==> config.mk <==
export PLATFORM = sky130hd
export DESIGN_NAME = bios_wdt_timer
export DESIGN_NICKNAME = d
export VERILOG_FILES = /design/src/rtl/bios_wdt_timer.sv
export SDC_FILE = /design/constraint.sdc
export NUM_CORES = 1
export LEC_CHECK = 0
export CORE_UTILIZATION = 40
export CTS_BUF_LIST = sky130_fd_sc_hd__clkbuf_16
export CTS_CLUSTER_SIZE = 20
export DETAILED_ROUTE_END_ITERATION = 8
export PLACE_DENSITY = 0.71
export SLEW_MARGIN = 20
export SYNTH_ARGS = -nofsm -noshare
export SYNTH_HDL_FRONTEND = slang
export SYNTH_SLANG_ARGS = --single-unit
==> constraint.sdc <==
create_clock -name CLK32768 -period 4 [get_ports CLK32768]
set_input_delay 1.2 -clock CLK32768 [delete_from_list [all_inputs] [get_ports CLK32768]]
set_output_delay 1.2 -clock CLK32768 [all_outputs]
set_load 0.005 [all_outputs]
==> src/rtl/bios_wdt_timer.sv <==
// ---------------------------------------------------------------------------
// bios_wdt_timer
//   This module sits at the consumer end of the BIOS watchdog write path. It
//   receives five per-command toggle bits that are already in the CLK32768
//   domain. Each edge on a bit is decoded as one command. The commands drive
//   the BIOS watchdog: arm, kick, stop, clear and bad-command. When the
//   watchdog expires, the module raises a one-cycle reset request to the
//   reset/power sequencer.
//
//   Ports
//     CLK32768        in   32.768 kHz clock (sole clock)
//     MainResetN      in   async active-low reset
//     bCPUWrWdtRegSig in   [0]=ARM [1]=KICK [2]=STOP [3]=CLEAR [4]=BADCMD toggles
//     WdtEnable       out  high while running
//     WdtWarn         out  high while running with WdtRemain <= WARN
//     WdtExpired      out  sticky expiry flag (cleared by CLEAR/reset)
//     WdtResetReq     out  one-cycle pulse following the expiry edge
//     WdtBadCmd       out  sticky bad-command flag (cleared by CLEAR/reset)
//     WdtRemain       out  remaining ticks
// ---------------------------------------------------------------------------
module bios_wdt_timer #(
  parameter int unsigned PRESCALE = 32768,
  parameter int unsigned REMW     = 8,
  parameter int unsigned TIMEOUT  = 180,
  parameter int unsigned WARN     = 10
) (
  input  logic            CLK32768,
  input  logic            MainResetN,
  input  logic [4:0]      bCPUWrWdtRegSig,
  output logic            WdtEnable,
  output logic            WdtWarn,
  output logic            WdtExpired,
  output logic            WdtResetReq,
  output logic            WdtBadCmd,
  output logic [REMW-1:0] WdtRemain
);

  localparam int unsigned     PSW      = (PRESCALE > 1) ? $clog2(PRESCALE) : 1;
  localparam logic [PSW-1:0]  PS_LAST  = PSW'(PRESCALE - 1);
  localparam logic [REMW-1:0] REM_LOAD = REMW'(TIMEOUT);
  localparam logic [REMW-1:0] REM_WARN = REMW'(WARN);
  localparam logic [REMW-1:0] REM_ONE  = REMW'(1);

  typedef enum logic [1:0] {
    S_IDLE,
    S_RUN,
    S_EXPIRED
  } state_t;

  state_t          state_q, state_d;
  logic [4:0]      sync_q, prev_q;
  logic [PSW-1:0]  presc_q, presc_d;
  logic [REMW-1:0] remain_q, remain_d;
  logic            expired_q, expired_d;
  logic            badcmd_q, badcmd_d;
  logic            resetreq_q;

  logic [4:0] cmd;
  logic       cmd_stop, cmd_arm, cmd_kick, cmd_clear, cmd_bad;
  logic       tick, reload, expire;

  // A change on s1 relative to its previous value is one command. This holds
  // for both directions of the toggle.
  always_ff @(posedge CLK32768 or negedge MainResetN) begin
    if (!MainResetN) begin
      sync_q <= '0;
      prev_q <= '0;
    end else begin
      sync_q <= bCPUWrWdtRegSig;
      prev_q <= sync_q;
    end
  end

  // State register
  always_ff @(posedge CLK32768 or negedge MainResetN) begin
    if (!MainResetN) state_q <= S_IDLE;
    else             state_q <= state_d;
  end

  // Counter and flag registers
  always_ff @(posedge CLK32768 or negedge MainResetN) begin
    if (!MainResetN) begin
      presc_q    <= '0;
      remain_q   <= REM_LOAD;
      expired_q  <= 1'b0;
      badcmd_q   <= 1'b0;
      resetreq_q <= 1'b0;
    end else begin
      presc_q    <= presc_d;
      remain_q   <= remain_d;
      expired_q  <= expired_d;
      badcmd_q   <= badcmd_d;
      resetreq_q <= expire;
    end
  end

  // Next-state and datapath logic
  always_comb begin
    cmd       = sync_q ^ prev_q;
    // STOP beats ARM, and ARM beats KICK. CLEAR and BADCMD are independent.
    cmd_stop  = cmd[2];
    cmd_arm   = cmd[0] & ~cmd_stop;
    cmd_kick  = cmd[1] & ~cmd_stop & ~cmd[0];
    cmd_clear = cmd[3];
    cmd_bad   = cmd[4];

    tick   = (state_q == S_RUN) && (presc_q == PS_LAST);
    // KICK reloads only while running. ARM reloads from any state.
    reload = cmd_arm | (cmd_kick && (state_q == S_RUN));
    // A reload or a STOP on the final tick edge suppresses the expiry.
    expire = tick && !cmd_stop && !reload && (remain_q <= REM_ONE);

    state_d = state_q;
    unique case (state_q)
      S_IDLE:    if (cmd_arm) state_d = S_RUN;
      S_RUN: begin
        if      (cmd_stop) state_d = S_IDLE;
        else if (expire)   state_d = S_EXPIRED;
      end
      S_EXPIRED: begin
        if      (cmd_stop) state_d = S_IDLE;
        else if (cmd_arm)  state_d = S_RUN;
      end
      default:   state_d = S_IDLE;
    endcase

    presc_d = presc_q + PSW'(1);
    if (state_d != S_RUN || reload || tick) presc_d = '0;

    remain_d = remain_q;
    if (state_d == S_IDLE || reload)
      remain_d = REM_LOAD;
    else if (tick)
      remain_d = (remain_q == '0) ? '0 : remain_q - REM_ONE;

    // Expiry beats a coincident CLEAR. BADCMD beats a coincident CLEAR.
    expired_d = expire ? 1'b1 : (cmd_clear ? 1'b0 : expired_q);
    badcmd_d  = cmd_bad ? 1'b1 : (cmd_clear ? 1'b0 : badcmd_q);
  end

  // Output logic
  always_comb begin
    WdtEnable = (state_q == S_RUN);
    WdtWarn   = (state_q == S_RUN) && (remain_q <= REM_WARN);
  end

  assign WdtExpired  = expired_q;
  assign WdtResetReq = resetreq_q;
  assign WdtBadCmd   = badcmd_q;
  assign WdtRemain   = remain_q;

endmodule

==> flow_metrics.env <==
export IMPL_hp_start="sync_q[1]"
export IMPL_use_met3_pct=5.19
export IMPL_route_detailed_drc=0
export IMPL_ys_ff_latch=38
export IMPL_ys_warn_count=0
export IMPL_cts_hold_buf=0
export IMPL_post_dp_hpwl_um=2300
export IMPL_yosys_area_top_type="dfrtp_1"
export IMPL_tightest_slew_ps=823
export IMPL_async_flop_share_pct=100
export IMPL_clockBufferDepth=2
export IMPL_insertion_delay_ps=280
export IMPL_stdcell_count=248
export IMPL_finalSetupTns_ps=0
export IMPL_ys_flop_type="dfrtp_1"
export IMPL_yosys_top_cells_area="dfrtp_1, dfstp_2, xnor2_1, nor2_1, ha_1"
export IMPL_grt_use_total_pct=15.5
export IMPL_min_period_over_period_pct=75.8
export IMPL_arrival_ps=1830
export IMPL_post_synth_top_count_cell="dfrtp_1"
export IMPL_endpoint="WdtWarn"
export IMPL_row_count=24
export IMPL_status="completed"
export IMPL_min_period_ps=3030
export IMPL_gr_usage_met1_pct=19.7
export IMPL_grt_start_max_net_pins=39
export IMPL_path_class="reg -> out"
export IMPL_synth_cells=171
export IMPL_r2r_end="presc_q[9]"
export IMPL_synth_area_mm2=0.00184
export IMPL_ctsResizeCount=0
export IMPL_antenna_left=0
export IMPL_clkSinkCount=38
export IMPL_viasPerCell=5.34
export IMPL_grt_pass1_vias=1263
export IMPL_hold_violations=0
export IMPL_first_pass_iters=4
export IMPL_skew_ps=5.18
export IMPL_die_area_mm2=0.00488
export IMPL_final_area_mm2=0.00225
export IMPL_synth_nets=183
export IMPL_synth_edff_count=0
export IMPL_finalWirelength_um=3380
export IMPL_routabilityCongestion=0.794
export IMPL_yosysUniqueCellTypes=43
export IMPL_cts_tree="yes"
export IMPL_r2r_start="presc_q[0]"
export IMPL_endpoint_kind="output pin"
export IMPL_synthToLayoutAreaGrowth_pct=21.9
export IMPL_hold_slack_ps=390
export IMPL_start_kind="flop"
export IMPL_htree_levels=2
export IMPL_ff2ff_setup_slack_ps=1620
export IMPL_drv_slew=0
export IMPL_start_util_pct=42.0
export IMPL_antenna_found_initial=0
export IMPL_min_path_type="reg -> reg"
export IMPL_wire_per_inst_um=13.6
export IMPL_setup_worst_path_start="WdtRemain[0]"
export IMPL_ys_seq_area_share_pct=51.9
export IMPL_grt_busiest_layer="met2"
export IMPL_num_vias=1325
export IMPL_dp_cells=240
export IMPL_irDropWorstVdd_v=0.000275
export IMPL_chipHeight_um=69.9
export IMPL_dpl_cell_area_mm2=0.00208
export IMPL_powerDensity_mw_per_mm2=399
export IMPL_reg2reg_depth=5
export IMPL_fmax_ghz=0.330
export IMPL_drt_iter0_markers=109
export IMPL_diodes=0
export IMPL_io_buffers=19
export IMPL_num_nets_final=207
export IMPL_nFillCells=393
export IMPL_clk_pin_slew_ps=60
export IMPL_required_ps=2800
export IMPL_cts_setup_buffers=0
export IMPL_synth_commonest_cells="dfrtp_1, nor2_1, nand2_1, xnor2_1, inv_1"
export IMPL_yosys_area_top_type_share_pct=46.2
export IMPL_maxCapViolCount=0
export IMPL_rsz0062_at_grt="false"
export IMPL_core_area_mm2=0.00438
export IMPL_die_w_um=69.9
export IMPL_p_leak_nw=0.902
export IMPL_use_met2_pct=23.1
export IMPL_io_pins=20
export IMPL_overflow=0
export IMPL_max_slew_margin_pct=45.2
export IMPL_drive_gt1_share_pct=11.7
export IMPL_finish_utilization_pct=51.3
export IMPL_cts_buffers=5
export IMPL_clock_root_buffer="clkbuf_16"
export IMPL_grt_pass1_wl_um=5840
export IMPL_synth_area_per_cell_um2=10.8
export IMPL_setup_viol=0
export IMPL_crit_fanout=6
==> registers in the layout, summed over array words and instances, names as in the netlist <==
signal       cells
state_q          2
WdtResetReq      1
WdtBadCmd        1
presc_q         15
WdtExpired       1
WdtRemain        8
prev_q           5
sync_q           5
==> report_power, final <==
| group | total (mW) | switching (mW) | internal [mW] |
|---|---|---|---|
| Sequential | 0.401 | 0.00706 | 0.394 |
| Clock | 0.441 | 0.149 | 0.291 |
| Combinational | 0.0556 | 0.0314 | 0.0241 |
==> cells by family (layout without fill, tap and decap cells) <==
| kind of cell | count (synthesis) | after routing | share of synthesized area, % |
|---|---|---|---|
| fa+ha+maj | 5 | 5 | 3.39 |
| compound gates | 23 | 23 | 9.23 |
| buf+inv | 13 | 38 | 3.26 |
| simple gates | 73 | 73 | 23.2 |
| xor+xnor | 18 | 18 | 8.55 |
| flops | 38 | 38 | 51.9 |
| mux | 1 | 1 | 0.543 |
==> worst min-delay path by stage <==
stage | end | slack, ps | depth (start not counted)
after floorplan | prev_q[0] | 370 | 0
after global placement | prev_q[2] | 380 | 0
after detailed placement | prev_q[2] | 380 | 0
after CTS | prev_q[2] | 390 | 0
after global routing | prev_q[1] | 410 | 0
final | prev_q[1] | 390 | 0
==> critical path, stage by stage, from the launching register on <==
cell,delay (ps)
dfrtp_1,430
inv_1,140
ha_1,160
nor2_1,40
o21ai_0,120
and3_1,160
clkdlybuf4s50_1,490
==> metal layers <==
metal | wire length, um | share of wire (%)
met1 | 1610 | 48
met2 | 1560 | 46
met3 | 139 | 4.1
met4 | 78 | 2.3
met5 | 0 | 0
==> cell type report <==
cell class                      count  area, um^2  share of cell area (%)
Inverter                            9        33.8                    1.50
Timing Repair Buffer               21         200                    8.91
Clock inverter                      3        40.0                    1.78
Tap cell                           52        65.1                    2.90
Multi-Input combinational cell    120         827                    36.8
Clock buffer                        5         125                    5.57
Sequential cell                    38         956                    42.5
==> cell usage in the layout, fill, tap and decap left out, types with 2 or more instances in the layout <==
cell             netlist  final
dfstp_2                4      4
dfrtp_1               34     34
xor2_1                 6      6
a22oi_1                2      2
o31ai_1                4      4
nor2_1                20     20
a21o_1                 2      2
a21oi_1                4      4
and2_1                 3      3
nand4b_1               2      2
xnor2_1               12     12
nor3_1                 4      4
nor4_1                 2      2
buf_4                  1      2
o311ai_0               2      2
and3_1                 2      2
nand2_1               12     12
clkbuf_16              0      5
ha_1                   5      5
nor3b_1                2      2
nand3_1                7      7
clkdlybuf4s50_1        0     18
nor2b_1                2      2
inv_1                  9      9
clkinv_2               0      2
nand4_1                6      6
o21ai_0                4      4
==> per-stage QoR <==
step | worst slack [ps] | total power, mW
CTS | 945 | 0.908
floorplan | 1590 | 0.435
detailed placement | 1250 | 0.465
finish | 967 | 0.898
global route | 834 | 0.932
global placement | 1320 | 0.464
Note: power is estimated with default switching activity, not from simulation.
